File: src/rtl/camera_pkg.sv
// Shared types and helpers for the camera capture path: FSM states, default
// QCIF geometry, RGB332 colour constants and the RGB565 -> RGB332 packer.
package camera_pkg;

  typedef enum logic [1:0] {
    IDLE    = 2'd0,
    WAIT_VS = 2'd1,
    ACTIVE  = 2'd2
  } state_t;

  localparam int IMG_WIDTH_DEF  = 176;
  localparam int IMG_HEIGHT_DEF = 144;

  localparam logic [7:0] RGB332_RED   = 8'hE0;
  localparam logic [7:0] RGB332_GREEN = 8'h1C;
  localparam logic [7:0] RGB332_BLUE  = 8'h03;
  localparam logic [7:0] RGB332_BLACK = 8'h00;
  localparam logic [7:0] RGB332_WHITE = 8'hFF;

  // hi = {R[4:0], G[5:3]}, lo = {G[2:0], B[4:0]}; keep the top bits of each channel.
  function automatic logic [7:0] rgb565_to_rgb332(input logic [7:0] hi, input logic [7:0] lo);
    return {hi[7:5], hi[2:0], lo[4:3]};
  endfunction

endpackage

File: src/rtl/sync_edge_det.sv
// Registers one camera control line and flags its rising/falling edges
// relative to the previous registered sample.
module sync_edge_det (
  input  logic clk,
  input  logic rst_n,
  input  logic d,
  output logic q,
  output logic rise,
  output logic fall
);

  logic prev_reg;

  always_ff @(posedge clk or negedge rst_n) begin
    if (!rst_n) begin
      q        <= 1'b0;
      prev_reg <= 1'b0;
    end else begin
      q        <= d;
      prev_reg <= q;
    end
  end

  assign rise = q & ~prev_reg;
  assign fall = ~q & prev_reg;

endmodule

File: src/rtl/camera_capture.sv
// OV7670-style RGB565 byte stream capture into an RGB332 frame-buffer write port.
// Frame-aligned on VSYNC, line-counted on HREF, two bytes packed per pixel.
module camera_capture
  import camera_pkg::*;
#(
  parameter int IMG_WIDTH  = IMG_WIDTH_DEF,
  parameter int IMG_HEIGHT = IMG_HEIGHT_DEF,
  parameter int ADDR_W     = 15
) (
  input  logic              clk,
  input  logic              reset_n,
  input  logic              capture_en,
  input  logic              cam_vsync,
  input  logic              cam_href,
  input  logic [7:0]        cam_data,
  output logic [7:0]        pixel_out,
  output logic [ADDR_W-1:0] w_addr,
  output logic              w_en,
  output logic              frame_done,
  output logic              sync_err
);

  localparam int XW = $clog2(IMG_WIDTH + 1);
  localparam int YW = $clog2(IMG_HEIGHT + 1);
  localparam logic [XW-1:0]     X_LIM     = XW'(IMG_WIDTH);
  localparam logic [YW-1:0]     Y_LIM     = YW'(IMG_HEIGHT);
  localparam logic [ADDR_W-1:0] LINE_STEP = ADDR_W'(IMG_WIDTH);

  state_t state_reg, state_next;

  logic              vs_q, vs_rise, vs_fall;
  logic              href_q, href_rise, href_fall;
  logic [7:0]        data_q, b0_reg;
  logic              cap_en_q, phase_reg;
  logic [XW-1:0]     x_reg;
  logic [YW-1:0]     y_reg, y_line;
  logic [ADDR_W-1:0] ptr_reg, base_reg;
  logic              start, pack, line_end, in_bounds;

  sync_edge_det u_vsync (.clk(clk), .rst_n(reset_n), .d(cam_vsync),
                         .q(vs_q), .rise(vs_rise), .fall(vs_fall));
  sync_edge_det u_href  (.clk(clk), .rst_n(reset_n), .d(cam_href),
                         .q(href_q), .rise(href_rise), .fall(href_fall));

  always_ff @(posedge clk or negedge reset_n) begin
    if (!reset_n) begin
      state_reg <= IDLE;
    end else begin
      state_reg <= state_next;
    end
  end

  always_comb begin
    state_next = state_reg;
    start      = 1'b0;
    case (state_reg)
      IDLE:    if (vs_rise) state_next = WAIT_VS;
      WAIT_VS: if (vs_fall && cap_en_q) begin
                 state_next = ACTIVE;
                 start      = 1'b1;
               end
      ACTIVE:  if (vs_rise) state_next = WAIT_VS;
      default: state_next = IDLE;
    endcase
  end

  // Line end is folded into the row count before the frame-end test, so a
  // simultaneous HREF fall and VSYNC rise still counts the last line.
  always_comb begin
    pack      = (state_reg == ACTIVE) && href_q && !vs_q;
    line_end  = (state_reg == ACTIVE) && href_fall;
    in_bounds = (x_reg < X_LIM) && (y_reg < Y_LIM);
    y_line    = (line_end && (y_reg < Y_LIM)) ? y_reg + 1'b1 : y_reg;
  end

  always_ff @(posedge clk or negedge reset_n) begin
    if (!reset_n) begin
      data_q     <= 8'h00;
      cap_en_q   <= 1'b0;
      b0_reg     <= 8'h00;
      phase_reg  <= 1'b0;
      x_reg      <= '0;
      y_reg      <= '0;
      ptr_reg    <= '0;
      base_reg   <= '0;
      pixel_out  <= 8'h00;
      w_addr     <= '0;
      w_en       <= 1'b0;
      frame_done <= 1'b0;
      sync_err   <= 1'b0;
    end else begin
      data_q     <= cam_data;
      cap_en_q   <= capture_en;
      w_en       <= 1'b0;
      frame_done <= 1'b0;
      if (start) begin
        phase_reg <= 1'b0;
        x_reg     <= '0;
        y_reg     <= '0;
        ptr_reg   <= '0;
        base_reg  <= '0;
      end else if (state_reg == ACTIVE) begin
        if (href_rise) ptr_reg <= base_reg;
        if (pack) begin
          phase_reg <= ~phase_reg;
          if (!phase_reg) begin
            b0_reg <= data_q;
          end else if (in_bounds) begin
            pixel_out <= rgb565_to_rgb332(b0_reg, data_q);
            w_addr    <= ptr_reg;
            w_en      <= 1'b1;
            ptr_reg   <= ptr_reg + 1'b1;
            x_reg     <= x_reg + 1'b1;
          end
        end
        if (line_end) begin
          x_reg     <= '0;
          phase_reg <= 1'b0;
          // odd trailing byte, or a line that left pixels unwritten
          if (phase_reg || in_bounds) sync_err <= 1'b1;
          if (y_reg < Y_LIM) begin
            y_reg    <= y_reg + 1'b1;
            base_reg <= base_reg + LINE_STEP;
          end
        end
        if (vs_rise) begin
          if (y_line == Y_LIM) frame_done <= 1'b1;
          else                 sync_err   <= 1'b1;
        end
      end
    end
  end

endmodule

File: config.mk
export PLATFORM = sky130hd
export DESIGN_NAME = camera_capture
export DESIGN_NICKNAME = d
export VERILOG_FILES = /design/src/rtl/camera_pkg.sv /design/src/rtl/sync_edge_det.sv /design/src/rtl/camera_capture.sv
export SDC_FILE = /design/constraint.sdc
export NUM_CORES = 1
export LEC_CHECK = 0
export ABC_AREA = 0
export BUFFER_PORTS_ARGS = -buffer_cell sky130_fd_sc_hd__buf_2
export CORE_MARGIN = 2
export CORE_UTILIZATION = 40
export CTS_CLUSTER_SIZE = 14
export DETAILED_ROUTE_END_ITERATION = 16
export GPL_ROUTABILITY_DRIVEN = 0
export GPL_TIMING_DRIVEN = 0
export SLEW_MARGIN = 10
export SYNTH_ARGS = -nofsm -noshare
export SYNTH_HDL_FRONTEND = slang
export SYNTH_HIERARCHICAL = 1
export SYNTH_SLANG_ARGS = --single-unit
File: constraint.sdc
create_clock -name clk -period 6.1 [get_ports clk]
set_clock_uncertainty 0.2 [all_clocks]
set_input_delay 1.22 -clock clk [delete_from_list [all_inputs] [get_ports clk]]
set_output_delay 1.22 -clock clk [all_outputs]
set_load 0.01 [all_outputs]
==> flow_summary_export.csv, run 1 <==
group,metric,value,unit
setup_path,critPathLaunchType,"flop",
sta,slew_headroom,0.463,
run_status,status,"complete, no violations",
die,fp.dieH,106,um
clock_tree,cts_tree,"built",
clock_tree,clkSlewWorstSetupHoldPaths,0.09,ns
clock_tree,cts-root-buf,"clkbuf_8",
setup_path,worst-path-stages,6,
die,design.die.area,11300,um2
die,row_count,37,
routing,wirelength,9.47,mm
grt,grt_usage,0.181,
logic_synthesis,yosys_register_bits,90,
routing,ant_nets,0,
setup_path,r2r-start,"ptr_reg[0]",
grt,grt_pass1_vias,3143,
place,dpl_cell_area,4570,um2
setup_path,crit_chain,"ha_1 -> nand4_1 -> nor4_1 -> nand3_1 -> a21o_1 -> a211o_1",
logic_synthesis,syn_avg_cell_area,9.64,um2
power,powerDensity,250,nW/um2
clock_tree,cts_made_buffers,9,
setup_path,crit_arrival,2.58,ns
sta,setup_viol,0,
clock_tree,holdBufCountCts,0,
setup_path,critPathCaptureType,"flop",
setup_path,slowest_stage,"nor4_1",
setup_path,path_max_fanout,5,
grt,grt_busiest_layer,"met2",
sta,setup_tns,0,ns
logic_synthesis,synth-main-ff-cell,"dfrtp_1",
setup_path,required,6.17,ns
sta,timing.fmax,398,MHz
finish,drive_gt1_frac,0.157,
finish,fill_cells,1000,
min_path,worstHoldPathType,"reg -> reg",
clock_tree,clk_latency,0.37,ns
logic_synthesis,synth.distinct_cells,58,
setup_path,path_buf_inv,0,
sta,fin_crit,2.52,ns
finish,nets,501,
setup_path,max_stage_delay,0.57,ns
place,post-dp-hpwl,6.73,mm
logic_synthesis,async_reset_ff_frac,1.00,
routing,wl_per_cell,15.2,um
die,ios,39,
die,fp.dieW,106,um
routing,first_iter_violations,251,
logic_synthesis,synthesis.nets,451,
sta,rsz0062_at_grt,"no",
grt,grt_use_met3,0.0386,
logic_synthesis,yosysTopAreaCell,"dfrtp_1",
finish,final_cell_area,4760,um2
power,p_leak,0.00227,uW
routing,drc_errors,0,
routing,drtPass1Iterations,5,
clock_tree,cts.path.max_buffers,2,
setup_path,crit_type,"reg -> reg",
clock_tree,htree_levels,3,
sta,layout_worst_path_cycle_share,0.412,
grt,grt_overflow_total,0,
setup_path,r2r_slack,3.58,ns
die,start_util,0.409,
setup_path,crit_end,"ptr_reg[14]",
logic_synthesis,synth_top_area_frac,0.538,
grt,grt_antenna_before_repair,0,
logic_synthesis,ys_seq_area_frac,0.538,
setup_path,crit_start,"ptr_reg[0]",
routing,vias,3324,
power,ir_drop,0.000115,V
job,max_cap_viol_count,0,
finish,diodes,0,
sta,slew_violations,0,
logic_synthesis,syn_area,4180,um2
sta,finalHoldViolCount,0,
setup_path,worst-r2r-cell-count,6,
routing,avgViaCountPerCell,5.32,
logic_synthesis,synth_edf_count,0,
clock_tree,cts_setup_buffers,0,
sta,tightestPinTransition,0.802,ns
die,core_area,10200,um2
grt,grt_max_degree,54,
logic_synthesis,synth_warnings,6,
grt,grt_pass1_wl,16.0,mm
finish,post-route-util,0.465,
clock_tree,cts_resized,0,
grt,grt_use_met2,0.269,
grt,use_met1,0.252,
clock_tree,clkSinkCount,90,
place,io_buffers,38,
logic_synthesis,netlist_instances,434,
logic_synthesis,synth_area_leaders,"dfrtp_1, nand2_1, mux2_2, nor2_1, o21ai_1",
finish,synthToLayoutAreaGrowth,13.7,%
setup_path,critPathTopFamily,"simple AND/OR/NAND/NOR gates",
setup_path,r2r-end,"ptr_reg[14]",
[cells in the mapped netlist, drive strengths merged (7+ instances only)]
cell type  count
a21oi         12
dfrtp         90
and3           7
xnor2          7
inv            9
o21ai         34
nand3         16
nand2         99
nor2          32
mux2          12
buf            9
nor3           8
clkbuf        10
[routing by layer]
layer / part of all wire / up-vias
li1: - / 1620
met1: 0.47 / 1601
met2: 0.47 / 95
met3: 0.047 / 8
met4: 0.012 / 0
met5: 0 / -
[area by class of cell]
cell class                 instances  area [um2]  area share
sequential                        90        2250       0.473
buffer                            19        93.8      0.0197
tap                              136         170      0.0358
clock inverter                     7        58.8      0.0124
timing repair buffer              39         220      0.0463
inverter                          10        38.8     0.00815
multi-input combinational        315        1800       0.378
clock buffer                       9         124      0.0260
[through the flow]
step	setup slack, ns	instances	hold WS (ns)	total power [uW]
3_3_place_gp	2.80	608	0.214	809
4_1_cts	3.66	625	0.248	1200
6_report	3.58	625	0.245	1190
3_5_place_dp	3.68	609	0.220	818
2_1_floorplan	3.91	434	0.185	759
5_1_grt	3.40	625	0.260	1250
[cell usage in the layout (no fill, tap or decap), drive strengths merged, types with 2 or more instances in the layout]
cell type  netlist  routed
o211ai           6       6
a21o             3       3
inv              9      12
nor3             8       8
a31oi            4       4
and3             7       7
o31ai            6       6
and2b            2       2
mux2i            6       6
nand3           16      16
mux2            12      12
a2111oi          2       2
clkbuf          10      19
nand2           99      99
o41ai            2       2
clkinv           1       4
ha               4       4
a22o             3       3
xnor2            7       7
a21oi           12      12
nor3b            3       3
buf              9      48
and2             2       2
nor2            32      32
dfrtp           90      90
o21ai           34      34
o31a             3       3
nand2b           5       5
xor2             4       4
o32ai            2       2
nor2b            5       5
nand4            5       5
[report_power, final]
| part | switching, uW | internal, uW | total, uW | leakage [uW] |
|---|---|---|---|---|
| Combinational | 75.1 | 56.0 | 131 | 0.000968 |
| Sequential | 38.4 | 636 | 674 | 0.00121 |
| Clock | 229 | 154 | 383 | 0.0000921 |
[worst reg2reg max path, cell delays in order, from the launching register on]
cell and delay, ns:
dfrtp_1 0.42, ha_1 0.25, nand4_1 0.25, nor4_1 0.57, nand3_1 0.22, a21o_1 0.22
a211o_1 0.28
[cells by family (layout without fill, tap and decap cells)]
family | after synthesis | after routing | synth area share
AOI/OAI and AO/OA | 91 | 91 | 0.143
xor gates and xnor gates | 11 | 11 | 0.0230
adders and majority gates | 4 | 4 | 0.0120
buffers and inverters | 29 | 84 | 0.0317
DFF | 90 | 90 | 0.538
muxes | 18 | 18 | 0.0467
and+or+nand+nor | 191 | 191 | 0.206
[how the worst min path moves through the flow]
| stage | startpoint | end | slack (ns) | cells after the start |
|---|---|---|---|---|
| 6_report | u_vsync/q | u_vsync/prev_reg | 0.24 | 0 |
| 5_1_grt | u_vsync/q | u_vsync/prev_reg | 0.26 | 0 |
| 4_1_cts | u_vsync/q | u_vsync/prev_reg | 0.25 | 0 |
| 3_5_place_dp | u_vsync/q | u_vsync/prev_reg | 0.22 | 0 |
| 3_3_place_gp | u_vsync/q | u_vsync/prev_reg | 0.21 | 0 |
| 2_1_floorplan | u_vsync/q | u_vsync/prev_reg | 0.19 | 0 |
Note: power is estimated with default switching activity, not from simulation.
==> inputs of run 2 (changes only) <==
--- a/config.mk
+++ b/config.mk
@@ -5,7 +5,7 @@
 export SDC_FILE = /design/constraint.sdc
 export NUM_CORES = 1
 export LEC_CHECK = 0
-export ABC_AREA = 0
+export ABC_AREA = 1
 export BUFFER_PORTS_ARGS = -buffer_cell sky130_fd_sc_hd__buf_2
 export CORE_MARGIN = 2
 export CORE_UTILIZATION = 40
==> constraint.sdc (replaced) <==
create_clock -name clk -period 2.13 [get_ports clk]
set_clock_uncertainty 0.2 [all_clocks]
set_input_delay 0.426 -clock clk [delete_from_list [all_inputs] [get_ports clk]]
set_output_delay 0.426 -clock clk [all_outputs]
set_load 0.01 [all_outputs]
==> flow_summary_export.csv, run 2 <==
group,metric,value,unit
run_status,status,"complete, no violations",
die,design.die.area,11900,um2
clock_tree,cts_tree,"built",
sta,fin_crit,1.90,ns
finish,post-route-util,0.473,
finish,synthToLayoutAreaGrowth,15.6,%
setup_path,r2r_slack,0.23,ns
place,dpl_cell_area,4820,um2
sta,timing.fmax,526,MHz
logic_synthesis,async_reset_ff_frac,1.00,
routing,ant_nets,0,
setup_path,required,2.20,ns
routing,avgViaCountPerCell,4.92,
grt,grt_pass1_vias,3636,
grt,grt_antenna_before_repair,0,
setup_path,critPathCaptureType,"flop",
grt,grt_usage,0.182,
logic_synthesis,synth_compound_area_frac,0.100,
setup_path,crit_type,"reg -> reg",
clock_tree,holdBufCountCts,12,
logic_synthesis,synth_top_family_by_area,"simple AND/OR/NAND/NOR gates",
logic_synthesis,yosys_register_bits,90,
finish,layout_commonest_cell,"nand2_1",
logic_synthesis,synth_common_cells,"nand2_1, dfrtp_1, inv_1",
logic_synthesis,synth-main-ff-cell,"dfrtp_1",
power,powerDensity,811,nW/um2
min_path,worstHoldPathType,"reg -> reg",
sta,setup_viol,0,
die,fp.dieW,109,um
finish,drive_gt1_frac,0.154,
logic_synthesis,syn_area,4430,um2
logic_synthesis,yosysTopAreaCell,"dfrtp_1",
die,start_util,0.409,
job,max_cap_viol_count,0,
logic_synthesis,synthAdderAreaFrac,0.0113,
logic_synthesis,synth_top_area_frac,0.508,
setup_path,slowest_stage,"clkbuf_1",
finish,diodes,0,
clock_tree,cts-root-buf,"clkbuf_8",
logic_synthesis,synth_area_leaders,"dfrtp_1, nand2_1, o21ai_0, inv_1, nand3_1",
finish,nets,625,
sta,rsz0062_at_grt,"no",
sta,finalHoldViolCount,0,
clock_tree,htree_levels,3,
grt,grt_overflow_total,0,
routing,wirelength,9.84,mm
routing,first_iter_violations,238,
sta,setup_tns,0,ns
power,finalPower,4160,uW
routing,vias,3702,
clock_tree,cts_setup_buffers,0,
clock_tree,cts.path.max_buffers,2,
sta,slew_violations,0,
setup_path,crit_chain,"inv_1 -> nor2_1 -> clkbuf_1 -> nand2_1 -> o21ai_0 -> a21oi_1 -> nand2_1 -> nand2_1",
finish,stdcell_count,752,
sta,slew_headroom,0.670,
die,core_area,10800,um2
setup_path,cpMostUsedCell,"nand2_1",
logic_synthesis,yosysMostFrequentCell,"nand2_1",
grt,grt_pass1_wl,16.9,mm
clock_tree,clkSlewWorstSetupHoldPaths,0.09,ns
die,ios,39,
logic_synthesis,synthesis.nets,563,
logic_synthesis,muxShareOfSynthArea,0.00226,
routing,wl_per_cell,13.1,um
die,fp.dieH,109,um
finish,mostFrequentLayoutCells,"nand2_1, dfrtp_1, inv_1",
logic_synthesis,synth_edf_count,0,
logic_synthesis,syn_avg_cell_area,8.11,um2
logic_synthesis,synth_warnings,6,
setup_path,path_max_fanout,10,
logic_synthesis,yosys.area_share.simple,0.281,
setup_path,max_stage_delay,0.43,ns
place,dp_cells,725,
grt,grt_max_degree,56,
routing,drc_errors,0,
sta,layout_worst_path_cycle_share,0.892,
sta,tightestPinTransition,0.494,ns
setup_path,critPathLaunchType,"flop",
clock_tree,cts_resized,0,
place,io_buffers,38,
power,p_leak,0.00258,uW
setup_path,crit_arrival,1.97,ns
die,row_count,38,
finish,final_cell_area,5120,um2
logic_synthesis,synth-xor-area-share,0.0237,
logic_synthesis,ys_seq_area_frac,0.508,
power,ir_drop,0.000442,V
logic_synthesis,netlist_instances,546,
logic_synthesis,synth.distinct_cells,34,
clock_tree,cts_made_buffers,9,
place,post-dp-hpwl,7.00,mm
routing,drtPass1Iterations,5,
clock_tree,clkSinkCount,90,
clock_tree,clk_latency,0.37,ns
-- run 2: stage by stage --
stage	setup slack (ns)	hold slack, ns
after floorplan	0.503	-0.0696
after global placement	-0.457	0.216
after detailed placement	0.264	0.225
after CTS	0.251	0.248
after global routing	0.0330	0.279
final	0.230	0.241
-- run 2: power breakdown --
| part | internal, uW | total [uW] | switching, uW |
|---|---|---|---|
| registers | 1960 | 2220 | 262 |
| clock network | 455 | 1090 | 633 |
| logic | 310 | 844 | 534 |
| total | 2730 | 4160 | 1430 |
-- run 2: per-layer routing --
layer | GRT usage | up-vias | routed length (um)
met4 | 0.0615 | 0 | 154
met5 | 0 | - | 0
li1 | - | 1872 | -
met2 | 0.295 | 69 | 4580
met3 | 0.0323 | 12 | 375
met1 | 0.248 | 1749 | 4720
-- run 2: worst max-delay path: cells and delay by family (launching register included) --
| kind | cells | cell delay [ns] |
|---|---|---|
| and+or+nand+nor | 4 | 0.55 |
| AOI/OAI and AO/OA | 2 | 0.18 |
| buffers and inverters | 2 | 0.48 |
| DFF | 1 | 0.39 |
-- run 2: path summary, 6_finish.rpt --
check / start / endpoint / cells after the start
worst max-delay path: u_href/q / ptr_reg[9] / 8
max in group asynchronous: reset_n / phase_reg / 3
worst min-delay path: u_href/q / u_href/prev_reg / 0
worst max register to register: u_href/q / ptr_reg[9] / 8
min in group asynchronous: reset_n / w_addr[7] / 2
worst min register to register: u_href/q / u_href/prev_reg / 0
-- run 2: cell families (layout without fill, tap and decap cells) --
kind of cell / count (synthesis) / count (layout)
and+or+nand+nor: 288 / 288
DFF: 90 / 90
AOI/OAI and AO/OA: 80 / 80
buffers and inverters: 71 / 137
xor gates and xnor gates: 12 / 12
adders and majority gates: 4 / 4
muxes: 1 / 1
-- run 2: final cells by class --
| class | count | area, um2 |
|---|---|---|
| Fill cell | 1078 | 5720 |
| Sequential cell | 90 | 2250 |
| Multi-Input combinational cell | 385 | 1860 |
| Timing Repair Buffer | 51 | 340 |
| Inverter | 56 | 210 |
| Tap cell | 140 | 175 |
| Clock buffer | 10 | 138 |
| Buffer | 15 | 111 |
| Clock inverter | 5 | 40.0 |
==> inputs of run 3 (changes only) <==
--- a/config.mk
+++ b/config.mk
@@ -5,7 +5,6 @@
 export SDC_FILE = /design/constraint.sdc
 export NUM_CORES = 1
 export LEC_CHECK = 0
-export ABC_AREA = 1
 export BUFFER_PORTS_ARGS = -buffer_cell sky130_fd_sc_hd__buf_2
 export CORE_MARGIN = 2
 export CORE_UTILIZATION = 40
==> flow_summary_export.csv, run 3 (synthesis results as in run 1) <==
group,metric,value,unit
run_status,status,"finished, violations left",
run_status,violations,"negative setup slack",
power,ir_drop,0.000289,V
clock_tree,clkSlewWorstSetupHoldPaths,0.09,ns
clock_tree,cts-root-buf,"clkbuf_8",
sta,slew_headroom,0.614,
die,fp.dieW,106,um
min_path,worstHoldPathType,"reg -> reg",
grt,grt_pass1_vias,3384,
die,ios,39,
finish,nets,535,
setup_path,critPathLaunchType,"flop",
min_path,worstHoldPathCells,2,
grt,grt_antenna_before_repair,0,
power,powerDensity,696,nW/um2
finish,synthToLayoutAreaGrowth,27.7,%
sta,fin_crit,2.17,ns
die,fp.dieH,106,um
setup_path,critPathCaptureType,"flop",
die,row_count,37,
setup_path,r2r_slack,-0.04,ns
finish,fill_cells,903,
clock_tree,cts_made_buffers,9,
sta,finalHoldViolCount,0,
routing,wl_per_cell,15.6,um
power,finalPower,3720,uW
setup_path,worst-r2r-cell-count,6,
routing,ant_nets,0,
setup_path,max_stage_delay,0.43,ns
routing,drtPass1Iterations,5,
finish,diodes,0,
setup_path,crit_type,"reg -> reg",
clock_tree,clk_latency,0.37,ns
setup_path,path_max_fanout,4,
clock_tree,cts_tree,"built",
finish,layout_commonest_cell,"nand2_1",
routing,wirelength,10.3,mm
finish,multi_input_area,1980,um2
setup_path,r2r-end,"ptr_reg[7]",
setup_path,critPathTopFamily,"compound AO/OA/AOI/OAI gates",
finish,drive_gt1_frac,0.259,
grt,grt_overflow_total,0,
power,clockPowerShare,0.358,
power,p_leak,0.00252,uW
job,max_cap_viol_count,0,
sta,setup_viol,4,
finish,final_cell_area,5340,um2
setup_path,r2r-start,"y_reg[6]",
clock_tree,clkSinkCount,90,
routing,first_iter_violations,209,
setup_path,slowest_stage,"a2111oi_4",
grt,grt_max_degree,50,
grt,grt_usage,0.189,
min_path,whs_endpoint,"pixel_out[0]",
power,intPower,2730,uW
die,core_area,10200,um2
min_path,min_from,"data_q[3]",
setup_path,required,2.17,ns
sta,setup_ws,-0.0449,ns
clock_tree,cts.path.max_buffers,2,
sta,layout_worst_path_cycle_share,1.02,
power,comb_power_share,0.122,
routing,vias,3507,
power,p_seq_frac,0.520,
sta,rsz0062_at_grt,"yes",
place,dpl_cell_area,4580,um2
sta,tightestPinTransition,0.576,ns
place,post-dp-hpwl,6.78,mm
setup_path,crit_arrival,2.21,ns
die,design.die.area,11300,um2
die,start_util,0.409,
setup_path,path_buf_inv,1,
finish,mostFrequentLayoutCells,"nand2_1, dfrtp_1, buf_2",
clock_tree,htree_levels,3,
sta,timing.fmax,460,MHz
sta,slew_violations,0,
power,p_sw_frac,0.265,
finish,regArea,2250,um2
power,p_sw,987,uW
sta,hold_ws,0.244,ns
grt,grt_pass1_wl,16.7,mm
place,io_buffers,38,
routing,avgViaCountPerCell,5.33,
routing,drc_errors,0,
setup_path,crit_chain,"o31a_1 -> buf_4 -> a2111oi_4 -> o31ai_2 -> o21ai_1 -> o311ai_1",
[run 3: worst max-delay path by stage]
stage,cells past startpoint,to,startpoint
floorplan,6,ptr_reg[14],ptr_reg[0]
global placement,1,b0_reg[5],reset_n
detailed placement,6,ptr_reg[14],ptr_reg[0]
CTS,6,ptr_reg[14],ptr_reg[6]
global route,7,x_reg[6],u_vsync/q
finish,6,ptr_reg[7],y_reg[6]
[run 3: power by group through the flow]
stage / clock [uW] / sequential, uW / combinational [uW]
after CTS: 1360 / 1930 / 416
after detailed placement: 0 / 1960 / 377
final: 1330 / 1930 / 453
after global placement: 0 / 1960 / 360
after global routing: 1420 / 1950 / 510
after floorplan: 0 / 1950 / 229
[run 3: final cells by class]
cell class	instances	area share
Buffer	18	0.0234
Clock inverter	5	0.0159
Clock buffer	10	0.0258
Inverter	10	0.00937
Timing Repair Buffer	74	0.101
Multi-Input combinational cell	315	0.371
Sequential cell	90	0.422
Tap cell	136	0.0319
[run 3: layer usage]
layer | global-route usage | vias to the layer above | wire length (um)
li1 | - | 1679 | -
met1 | 0.259 | 1747 | 4780
met2 | 0.298 | 71 | 4970
met3 | 0.0331 | 10 | 368
met4 | 0.0799 | 0 | 162
met5 | 0 | - | 0
[run 3: repair_timing]
| item | in CTS | in global routing |
|---|---|---|
| gates resized for setup | 23 | 39 |
| pin swaps | 4 | 11 |
| endpoints found under the hold margin | 52 | 0 |
| cloned | 1 | 0 |
| hold buffers | 12 | 0 |
| setup endpoints to repair | 45 | 48 |
| setup buffers | 7 | 16 |
[run 3: stage by stage]
stage | cells | utilization | setup TNS [ns] | setup WS [ns]
final | 658 | 0.522 | -0.0966 | -0.0449
after global routing | 658 | 0.522 | -1.02 | -0.100
after CTS | 644 | 0.498 | -0.106 | -0.0642
after detailed placement | 609 | 0.448 | -3.94 | -0.302
after global placement | 608 | 0.445 | -41.16 | -0.428
after floorplan | 434 | - | 0 | 0.0522
[run 3: tightest hold or removal path: stages (launching register included)]
cell     delay [ns]
dfrtp_1        0.33
nand2_1        0.04
nand2_1        0.05
